`config.mk`:
```
export PLATFORM = sky130hd
export DESIGN_NAME = btpipe_block_ctrl
export DESIGN_NICKNAME = d
export VERILOG_FILES = /design/src/rtl/btpipe_block_ctrl.sv
export SDC_FILE = /design/constraint.sdc
export NUM_CORES = 1
export LEC_CHECK = 0
export BUFFER_PORTS_ARGS = -buffer_cell sky130_fd_sc_hd__buf_4
export CAP_MARGIN = 20
export CORE_ASPECT_RATIO = 1.25
export CORE_UTILIZATION = 40
export CTS_CLUSTER_DIAMETER = 150
export DETAILED_ROUTE_END_ITERATION = 7
export PLACE_DENSITY = 0.65
export SYNTH_ARGS = -nofsm -noshare
export SYNTH_HDL_FRONTEND = slang
export SYNTH_SLANG_ARGS = --single-unit
```
`constraint.sdc`:
```
create_clock -name okClk -period 2.47 [get_ports okClk]
set_clock_uncertainty 0.1 [all_clocks]
set_input_delay 0.1235 -clock okClk [delete_from_list [all_inputs] [get_ports okClk]]
set_output_delay 0.1235 -clock okClk [all_outputs]
set_load 0.005 [all_outputs]
```
`src/rtl/btpipe_block_ctrl.sv`:
```
// Block-level flow controller for BTPipeIn/BTPipeOut in the okClk domain.
// Offers a block only when it fits in (or is fully held by) the FIFO; counts words/blocks.
module btpipe_block_ctrl #(
  parameter int BLOCK_WORDS = 256,
  parameter int FIFO_DEPTH  = 1024,
  parameter int CNT_W       = 10,
  parameter int LEN_W       = 16,
  parameter int WC_W        = $clog2(BLOCK_WORDS) + 1
) (
  input  logic             okClk,
  input  logic             rstn,
  input  logic             cfg_start,
  input  logic             cfg_abort,
  input  logic             cfg_dir,
  input  logic [LEN_W-1:0] cfg_len_blocks,
  input  logic [CNT_W-1:0] in_fifo_wr_cnt,
  input  logic [CNT_W-1:0] out_fifo_rd_cnt,
  input  logic             pipe_in_valid,
  input  logic             pipe_out_read,
  output logic             pipe_in_ready,
  output logic             pipe_out_ready,
  output logic             busy,
  output logic             done,
  output logic             err_protocol,
  output logic [LEN_W-1:0] blocks_done,
  output logic [WC_W-1:0]  word_cnt,
  output logic [2:0]       dbg_state
);

  // Handshake: a word moves on every cycle the selected strobe is high while the
  // FSM is in READY or BLOCK; ready is only a block-level permission, not per word.

  typedef enum logic [2:0] {
    S_IDLE      = 3'd0,
    S_WAIT_ROOM = 3'd1,
    S_READY     = 3'd2,
    S_BLOCK     = 3'd3,
    S_FINISH    = 3'd4
  } state_t;

  localparam logic [CNT_W:0]  DEPTH_C = (CNT_W+1)'(FIFO_DEPTH);
  localparam logic [CNT_W:0]  BLK_C   = (CNT_W+1)'(BLOCK_WORDS);
  localparam logic [WC_W-1:0] BLK_WC  = WC_W'(BLOCK_WORDS);

  state_t             state_q, state_d;
  logic               dir_q, dir_d;
  logic [LEN_W-1:0]   len_q, len_d;
  logic [LEN_W-1:0]   blocks_q, blocks_d;
  logic [WC_W-1:0]    word_q, word_d;
  logic               err_q, err_d;
  logic               busy_q, busy_d;
  logic               done_q, done_d;
  logic               in_ready_q, in_ready_d;
  logic               out_ready_q, out_ready_d;

  logic [CNT_W:0]     in_free;
  logic               room_ok;
  logic               sel_strobe;
  logic               opp_strobe;
  logic               stray;
  logic [WC_W-1:0]    word_inc;
  logic [LEN_W-1:0]   blocks_inc;

  assign in_free    = DEPTH_C - {1'b0, in_fifo_wr_cnt};
  assign room_ok    = dir_q ? ({1'b0, out_fifo_rd_cnt} >= BLK_C) : (in_free >= BLK_C);
  assign sel_strobe = dir_q ? pipe_out_read : pipe_in_valid;
  assign opp_strobe = dir_q ? pipe_in_valid : pipe_out_read;
  assign stray      = opp_strobe ||
                      (sel_strobe && !((state_q == S_READY) || (state_q == S_BLOCK)));
  assign word_inc   = word_q + WC_W'(1);
  assign blocks_inc = blocks_q + LEN_W'(1);

  always_comb begin
    state_d     = state_q;
    dir_d       = dir_q;
    len_d       = len_q;
    blocks_d    = blocks_q;
    word_d      = word_q;
    err_d       = err_q;
    busy_d      = busy_q;
    done_d      = 1'b0;
    in_ready_d  = 1'b0;
    out_ready_d = 1'b0;

    if (stray) err_d = 1'b1;

    case (state_q)
      S_IDLE: begin
        if (cfg_start && !cfg_abort) begin
          dir_d    = cfg_dir;
          len_d    = cfg_len_blocks;
          blocks_d = '0;
          word_d   = '0;
          err_d    = 1'b0;
          busy_d   = 1'b1;
          state_d  = (cfg_len_blocks == '0) ? S_FINISH : S_WAIT_ROOM;
        end
      end
      S_WAIT_ROOM: begin
        if (room_ok) state_d = S_READY;
      end
      S_READY, S_BLOCK: begin
        if (sel_strobe) begin
          if (word_inc == BLK_WC) begin
            blocks_d = blocks_inc;
            word_d   = '0;
            state_d  = (blocks_inc == len_q) ? S_FINISH : S_WAIT_ROOM;
          end else begin
            word_d  = word_inc;
            state_d = S_BLOCK;
          end
        end
      end
      S_FINISH: begin
        state_d = S_IDLE;
        busy_d  = 1'b0;
        done_d  = 1'b1;
      end
      default: state_d = S_IDLE;
    endcase

    // Abort overrides everything above; counters stay frozen for readback.
    if (cfg_abort && busy_q) begin
      state_d  = S_IDLE;
      busy_d   = 1'b0;
      done_d   = 1'b0;
      word_d   = word_q;
      blocks_d = blocks_q;
    end

    in_ready_d  = (state_d == S_READY) && !dir_d;
    out_ready_d = (state_d == S_READY) && dir_d;
  end

  always_ff @(posedge okClk or negedge rstn) begin
    if (!rstn) begin
      state_q     <= S_IDLE;
      dir_q       <= 1'b0;
      len_q       <= '0;
      blocks_q    <= '0;
      word_q      <= '0;
      err_q       <= 1'b0;
      busy_q      <= 1'b0;
      done_q      <= 1'b0;
      in_ready_q  <= 1'b0;
      out_ready_q <= 1'b0;
    end else begin
      state_q     <= state_d;
      dir_q       <= dir_d;
      len_q       <= len_d;
      blocks_q    <= blocks_d;
      word_q      <= word_d;
      err_q       <= err_d;
      busy_q      <= busy_d;
      done_q      <= done_d;
      in_ready_q  <= in_ready_d;
      out_ready_q <= out_ready_d;
    end
  end

  assign pipe_in_ready  = in_ready_q;
  assign pipe_out_ready = out_ready_q;
  assign busy           = busy_q;
  assign done           = done_q;
  assign err_protocol   = err_q;
  assign blocks_done    = blocks_q;
  assign word_cnt       = word_q;
  assign dbg_state      = state_q;

endmodule

```
==> Yosys cells after proc, flatten, opt, wreduce, memory -nomap -nowiden <==
Index checks and enable logic that the tools add are counted.
{ "word_totals": {"register_bits": 50, "input_bits": 43, "out_inout_bits": 33, "wordCells": 75} }
{ "classes": {"addsub": 3, "order_cmp": 2, "eq_ne": 11, "mux": 29, "n_bitwise": 1, "reduce_logical": 19} }
{ "op_table": {"columns": ["cell", "count"], "rows": [
  ["$mux 16", 3],
  ["$pmux 16 s2", 1],
  ["$mux 9", 3],
  ["$mux 3", 7],
  ["$pmux 9 s2", 1],
  ["$add 16x1->16 const B", 1],
  ["$eq 16x16->1", 1],
  ["$logic_not 16->1", 1],
  ["$mux 1", 12],
  ["$ge 11x9->1 const B", 1],
  ["$sub 11x10->11 const A", 1],
  ["$ge 10x9->1 const B", 1],
  ["$add 9x1->9 const B", 1],
  ["$eq 3x2->1 const B", 3],
  ["$eq 9x9->1 const B", 1],
  ["$pmux 3 s3", 1],
  ["$ne 2x2->1 const B", 3],
  ["$logic_and 1x1->1", 5],
  ["$reduce_and 5->1", 1],
  ["$reduce_and 2->1", 2],
  ["$reduce_and 4->1", 1],
  ["$eq 3x1->1 const B", 1],
  ["$eq 3x3->1 const B", 1],
  ["$logic_not 1->1", 3],
  ["other kinds (8)", 9]
]} }

==> Depth between registers and ports, before layout <==
Gate-level depths: netlist of run 1.
{ "logic_depth": {"depth_word": 9, "mapped_depth": 9, "mapped_depth_nobuf": 7} }

==> Worst setup path before layout of run 1 <==
Ideal clock, no wire load.
{ "synth_path": {"path_type": "reg-to-reg", "startpoint": "register blocks_q[0], in the netlist blocks_done[0]", "endpoint": "register in_ready_q, in the netlist pipe_in_ready", "setup_time_ns": 0.087, "t_arrival_ns": 2.339, "required_time_ns": 2.283, "setup_slack_ns": -0.056, "path_stages_with_launch": 9, "path_buffers": 1, "period_less_slack_ns": 2.526, "cell_sequence": "dfrtp_1 -> ha_1 -> nand3_4 -> or3_1 -> buf_6 -> nor3_2 -> o221ai_1 -> or4b_4 -> a211oi_2"} }
{ "synth_between": {"elab_chain_len": 9} }
{ "synth_rtl": {"columns": ["item", "line", "rtl"], "rows": [
  ["from (decl)", "48", "logic [LEN_W-1:0] blocks_q, blocks_d;"],
  ["from (signal assigned)", "151", "blocks_q <= blocks_d;"],
  ["$add 16x1->16", "71", "assign blocks_inc = blocks_q + LEN_W'(1);"],
  ["$eq 16x16->1", "107", "state_d = (blocks_inc == len_q) ? S_FINISH : S_WAIT_ROOM;"],
  ["$mux 3", "107", null],
  ["$mux 3", "104", "if (word_inc == BLK_WC) begin"],
  ["$mux 3", "103", "if (sel_strobe) begin"],
  ["$pmux 3 s3", "87", "case (state_q)"],
  ["$mux 3", "123", "if (cfg_abort && busy_q) begin"],
  ["$eq 3x2->1", "131", "in_ready_d = (state_d == S_READY) && !dir_d;"],
  ["$logic_and 1x1->1", "131", null],
  ["named net in_ready_d", "53", "logic in_ready_q, in_ready_d;"],
  ["to (signal assigned)", "156", "in_ready_q <= in_ready_d;"],
  ["to (decl)", "53", null]
]} }
The timed path passes the listed nets, and every way through them passes these cells.
A chain may end at the register's enable or synchronous reset.

==> Worst setup path after layout of run 1 <==
{ "layout_path": {"startpoint": "register word_q[0], in the netlist word_cnt[0]", "endpoint": "register blocks_q[4], in the netlist blocks_done[4]"} }
{ "layout_between": {"elab_chain_len": 4} }
{ "layout_rtl": {"columns": ["item", "line", "rtl"], "rows": [
  ["from (decl)", "49", "logic [WC_W-1:0] word_q, word_d;"],
  ["from (signal assigned)", "152", "word_q <= word_d;"],
  ["$add 9x1->9", "70", "assign word_inc = word_q + WC_W'(1);"],
  ["$eq 9x9->1", "104", null],
  ["$ne 2x2->1 (no source line)", null, null],
  ["$reduce_and 5->1 (no source line)", null, null]
]} }
Every way passes these cells.

==> results of run 1 <==
critical path, stage by stage (launching register included):
cell and delay (ns):
dfrtp_1 0.43, ha_2 0.20, and3_1 0.20, buf_4 0.15
and3_4 0.20, xnor2_4 0.24, nor3_4 0.08, buf_4 0.17
a211o_1 0.29, a22o_1 0.23
routing by layer:
layer	GRT usage [%]	up-vias	routed length, microns
li1	-	1443	-
met4	7.97	0	206
met5	0	-	0
met1	27.5	1477	3490
met3	3.03	14	311
met2	40.8	69	4520
stage by stage:
step	instance area (sq um)	hold slack, ns	setup WS (ns)	util (%)
after floorplan	3040	-0.272	0.00680	-
after global placement	3960	0.100	-0.0283	53.9
after detailed placement	3960	0.101	-0.0874	53.9
after CTS	4280	0.0164	-0.0250	58.2
after global routing	4390	0.0200	-0.0263	59.7
final	4390	0.0183	0.0484	59.7
sequential cells by signal (all words and copies together) (netlist names), 3 cells and up:
| name | cells |
|---|---|
| blocks_done | 16 |
| dbg_state | 3 |
| word_cnt | 9 |
| len_q | 16 |
cell families after synthesis:
kind of cell    count (synthesis)
compound gates                 79
xor+xnor                       25
fa+ha+maj                       2
buf+inv                        22
flops                          50
mux                            21
simple gates                  115
layout make-up:
| class | instances | area, sq um |
|---|---|---|
| clock buffers | 5 | 68.8 |
| clock inverters | 3 | 40.0 |
| fillers | 650 | 2970 |
| inverters | 4 | 15.0 |
| multi-input cells | 242 | 1780 |
| flip-flops and latches | 50 | 1250 |
| well taps | 92 | 115 |
| repair buffers | 142 | 1120 |
timing repair:
item                                    CTS  global route
setup buffers                             1             3
pin swaps                                 0             9
endpoints found under the hold margin    70             0
endpoints found under the setup margin    9            17
hold buffers                             19             0
gates resized for setup                   3            20
gates cloned                              0             1
cells in the mapped netlist, drive strengths merged (2+ instances only):
cell type / instances
buf: 8
and3: 9
o2111ai: 2
o41ai: 2
xor2: 6
a21oi: 13
o21ai: 16
nand3: 12
a211oi: 6
nor4: 17
nor2b: 4
mux2: 18
nand2: 28
dfrtp: 50
nand4: 9
o22ai: 2
mux2i: 3
nor2: 19
xnor2: 19
a211o: 7
or4b: 2
a21o: 2
o221ai: 2
a22o: 9
a41oi: 2
nand2b: 3
ha: 2
inv: 4
or3: 3
o31ai: 7
o211ai: 2
nor3: 4
clkbuf: 10
and2: 2
worst max path at each step:
stage / start / depth (start not counted) / endpoint / slack, ns
2_1_floorplan: blocks_done[0] / 8 / pipe_in_ready / 0.007
3_3_place_gp: blocks_done[0] / 7 / pipe_in_ready / -0.03
3_5_place_dp: blocks_done[0] / 7 / pipe_in_ready / -0.09
4_1_cts: blocks_done[1] / 7 / pipe_in_ready / -0.02
5_1_grt: word_cnt[0] / 8 / pipe_in_ready / -0.03
6_report: word_cnt[0] / 9 / blocks_done[4] / 0.05
power groups by stage:
stage          logic, mW  clock network, mW  registers, mW
6_report            1.15              0.582           1.21
3_5_place_dp        1.08                  0           1.22
5_1_grt             1.27              0.635           1.24
4_1_cts             1.11              0.598           1.20
3_3_place_gp        1.05                  0           1.21
2_1_floorplan      0.639                  0           1.19
==> impl_metrics.toml, run 1 <==
[outcome]
outcome = "finished clean"

[yosys]
ys_seq_elements = 50
synth_xor_area_share_pct = 7.47
synth_top_family_by_area = "simple AND/OR/NAND/NOR gates"
synth-compound-area-share_pct = 18.7
synth-simple-area-share_pct = 20.7
synthesis.area_sq_um = 3030
syn_nets = 359
yosysWarnings = 0
synthCells = 314
synth_ff_type = "dfrtp_1"
async_flop_share_pct = 100
synthMuxAreaShare_pct = 7.68
synth_edf_count = 0
synth.area.top_cells = "dfrtp_1 (41%), mux2_2 (6.7%), xnor2_1 (5.2%)"
synthAdderAreaFrac_pct = 0.825
yosysUniqueCellTypes = 54
synth_top_area_share_pct = 41.3
syn_area_per_cell_sq_um = 9.65
yosysSeqAreaShare_pct = 41.3
synth_top_cell_by_area = "dfrtp_1"

[clock_network]
clk_latency_ns = 0.31
htreeDepth = 2
cts-root-buf = "clkbuf_8"
clkTransAtPathRegs_ns = 0.10
cts_sinks = 50
cts_tree = "done"
cts_made_buffers = 5
cts_buffer_depth = 2

[global_route]
grt_overflow = 0
grt_pass1_wl_microns = 14300
grt.total_usage_pct = 22.7
grt_pass1_vias = 3087
grt_antenna_before_repair = 0
grt_max_degree = 51

[timing]
drv_slew = 0
tightest_slew_ns = 0.654
finalWorstPathRequiredPeriod_ns = 2.42
finalHoldViolations = 0
tns_ns = 0
rsz0062_at_grt = "true"
setup_viol = 0
period_share_pct = 98.0
fmax_mhz = 413
maxSlewHeadroom_pct = 56.4

[pwr]
power_density_nw_per_um2 = 671
p_int_mw = 1.95
seq_power_share_pct = 41.1
power.share.clock_pct = 19.8
p_leak_nw = 1.93
swShare_pct = 33.8
irDropWorstVdd_mv = 0.371
combPwrFrac_pct = 39.1
netSwitchingPower_mw = 0.996
power_mw = 2.94

[cells_and_area]
final_common_cell = "buf_4"
final_cell_mix = "buf_4 (122), dfrtp_1 (47), nand2_1 (28)"
final_nets = 490
n_antenna_cell = 0
drive_above_1_share_pct = 39.7
final_cells = 538
syn_to_final_growth_pct = 44.8

[route]
wl_per_cell_microns = 15.9
wirelength_microns = 8540
drtIter0Drc = 84
avgViaCountPerCell = 5.58
dr.pass1.iters = 4
drc = 0
antenna_left = 0
route.vias.total = 3003

[worst_setup_path]
rrSetupSlack_ns = 0.05
r2r_end = "blocks_done[4]"
crit_required_ns = 2.57
cp_max_fo = 6
r2r-start = "word_cnt[0]"
cp-end-kind = "flip-flop"
worstPathArrival_ns = 2.52
r2r_cells = 9
critPathLaunchType = "flip-flop"
crit_type = "flip-flop to flip-flop"

[worst_hold_path]
hold_start = "cfg_start"
worstHoldPathType = "input pin to flip-flop"
holdPathEnd = "busy"
hold_depth = 3

[floorplanning]
initial_core_util_pct = 41.2
core-area_sq_um = 7360
dieHeight_microns = 99.3
die-area_sq_um = 7930
rows = 35
ioPinCount = 76
dieWidth_microns = 79.9

[placed_design]
placedCellCount = 506
globalplace.congestion = 0.857
io_buffers = 67
post-dp-hpwl_microns = 6190

[run]
maxCapViolCount = 0
(Power assumes the default switching activity.)
==> run 2, diff against run 1 <==
ABC_AREA = 1   (was default)
CORE_ASPECT_RATIO = default   (was 1.25)
==> impl_metrics.toml, run 2 <==
[route]
antenna_left = 0
route.vias.total = 2992
dr.pass1.iters = 4
avgViaCountPerCell = 5.00
drtIter0Drc = 168
wirelength_microns = 7960
drc = 0
wl_per_cell_microns = 13.3

[pwr]
power_density_nw_per_um2 = 704
power_mw = 2.75
irDropWorstVdd_mv = 0.285
p_leak_nw = 1.84
combPwrFrac_pct = 36.6
swShare_pct = 38.3
seq_power_share_pct = 41.7
netSwitchingPower_mw = 1.05
power.share.clock_pct = 21.7
p_int_mw = 1.70

[worst_setup_path]
cp-end-kind = "flip-flop"
worstPathArrival_ns = 2.35
crit_required_ns = 2.56
crit_type = "flip-flop to flip-flop"
r2r_cells = 10
critPathLaunchType = "flip-flop"
cp_max_fo = 14

[clock_network]
clk_latency_ns = 0.31
clkTransAtPathRegs_ns = 0.10
post_cts_buffers = 0
htreeDepth = 2
cts_tree = "done"
cts_buffer_depth = 2
cts_made_buffers = 5
cts_sinks = 50
cts-root-buf = "clkbuf_8"

[floorplanning]
dieWidth_microns = 88.7
ioPinCount = 76
core-area_sq_um = 7250
initial_core_util_pct = 41.4
dieHeight_microns = 88.7
rows = 31
die-area_sq_um = 7860

[yosys]
synth_common_cells = "nand2_1 (140), dfrtp_1 (50), inv_1 (46)"
synth_top_area_share_pct = 41.6
ys_seq_elements = 50
yosysSeqAreaShare_pct = 41.6
synth.area.top_cells = "dfrtp_1 (42%), nand2_1 (17%), inv_1 (5.7%)"
yosys.cell_count.top_type = "nand2_1"
syn_area_per_cell_sq_um = 7.35
async_flop_share_pct = 100
synthCells = 409
synth_top_cell_by_area = "dfrtp_1"
yosysWarnings = 0
synth_ff_type = "dfrtp_1"
synthesis.area_sq_um = 3010
synth_edf_count = 0
yosysUniqueCellTypes = 30
syn_nets = 454

[global_route]
grt_pass1_wl_microns = 12700
grt_max_degree = 51
grt_overflow = 0
grt_antenna_before_repair = 0
grt_pass1_vias = 2825
grt.total_usage_pct = 21.0

[cells_and_area]
final_util_pct = 53.9
n_antenna_cell = 0
final_cell_mix = "nand2_1 (140), buf_4 (70), dfrtp_1 (50)"
final_common_cell = "nand2_1"
drive_above_1_share_pct = 23.2
final_cells = 598
fillers = 722
final_nets = 543
syn_to_final_growth_pct = 30.1

[timing]
timing.final.ws_setup_ns = 0.213
fmax_mhz = 443
finalHoldViolations = 0
rsz0062_at_grt = "false"
tns_ns = 0
finalWorstPathRequiredPeriod_ns = 2.26
period_share_pct = 91.4
maxSlewHeadroom_pct = 57.2
setup_viol = 0
tightest_slew_ns = 0.643
drv_slew = 0

[outcome]
outcome = "finished clean"

[placed_design]
placedCellCount = 573
post-dp-hpwl_microns = 5930
pre_cts_ws_ns = 0.192
io_buffers = 67
globalplace.congestion = 0.831

[worst_hold_path]
worstHoldPathType = "input pin to flip-flop"
hold_depth = 3

[run]
maxCapViolCount = 0
run 2: repair_timing:
| item | CTS | global route |
|---|---|---|
| hold endpoints to repair | 66 | 0 |
| hold buffers | 17 | 0 |
| setup endpoints to repair | 0 | 3 |
| gates resized for setup | 0 | 2 |
run 2: area by class of cell:
type                    count  area (sq um)  share of cell area (%)
multi-input cells         304          1530                    39.2
flip-flops and latches     50          1250                    32.0
repair buffers             87           696                    17.8
inverters                  50           193                    4.93
well taps                  99           124                    3.17
clock buffers               5          68.8                    1.76
clock inverters             3          43.8                    1.12
run 2: per-stage QoR:
| step | area (sq um) | hold slack, ns |
|---|---|---|
| final | 3910 | 0.00784 |
| after global routing | 3910 | 0.0228 |
| after CTS | 3900 | 0.00670 |
| after detailed placement | 3620 | 0.0992 |
| after global placement | 3620 | 0.0954 |
| after floorplan | 3010 | -0.272 |
run 2: worst paths after layout:
| path | start | end | slack, ns |
|---|---|---|---|
| setup / recovery | word_cnt[0] | blocks_done[7] | 0.21 |
| setup reg to reg | word_cnt[0] | blocks_done[7] | 0.21 |
| hold reg to reg | len_q[2] | len_q[2] | 0.42 |
| max in group asynchronous | rstn | blocks_done[15] | 1.57 |
| min in group asynchronous | rstn | blocks_done[4] | 0.27 |
| hold / removal | cfg_len_blocks[9] | len_q[9] | 0.008 |
run 2: cells by family (layout without fill, tap and decap cells):
logic type | after synthesis | after routing | synth area share, %
buffers and inverters | 55 | 145 | 7.49
AO/OA/AOI/OAI | 53 | 53 | 11.8
AND/OR/NAND/NOR | 247 | 247 | 37.4
adder cells (fa/ha/maj) | 2 | 2 | 0.833
flip-flops | 50 | 50 | 41.6
XOR/XNOR | 2 | 2 | 0.833
run 2: routing by layer:
layer,GRT usage [%],vias to the layer above,routed length (microns)
met5,0,-,0
met4,4.40,0,51
met3,2.61,4,275
met2,36.6,68,3910
met1,28.0,1407,3730
li1,-,1513,-
run 2: power by group through the flow:
stage	Sequential, mW	Clock, mW	Combinational, mW
after floorplan	1.13	0	0.681
after global placement	1.16	0	0.950
after detailed placement	1.16	0	0.975
after CTS	1.15	0.612	1.00
after global routing	1.17	0.640	1.13
final	1.15	0.598	1.01
run 2: critical path: stages, from the launching register on:
cell	delay, ns
dfrtp_1	0.43
ha_1	0.24
nand3_1	0.11
nor2_1	0.16
nand3_1	0.14
xor2_2	0.28
nand3_2	0.15
nand3_1	0.10
nand2_2	0.09
inv_4	0.22
o22ai_1	0.11
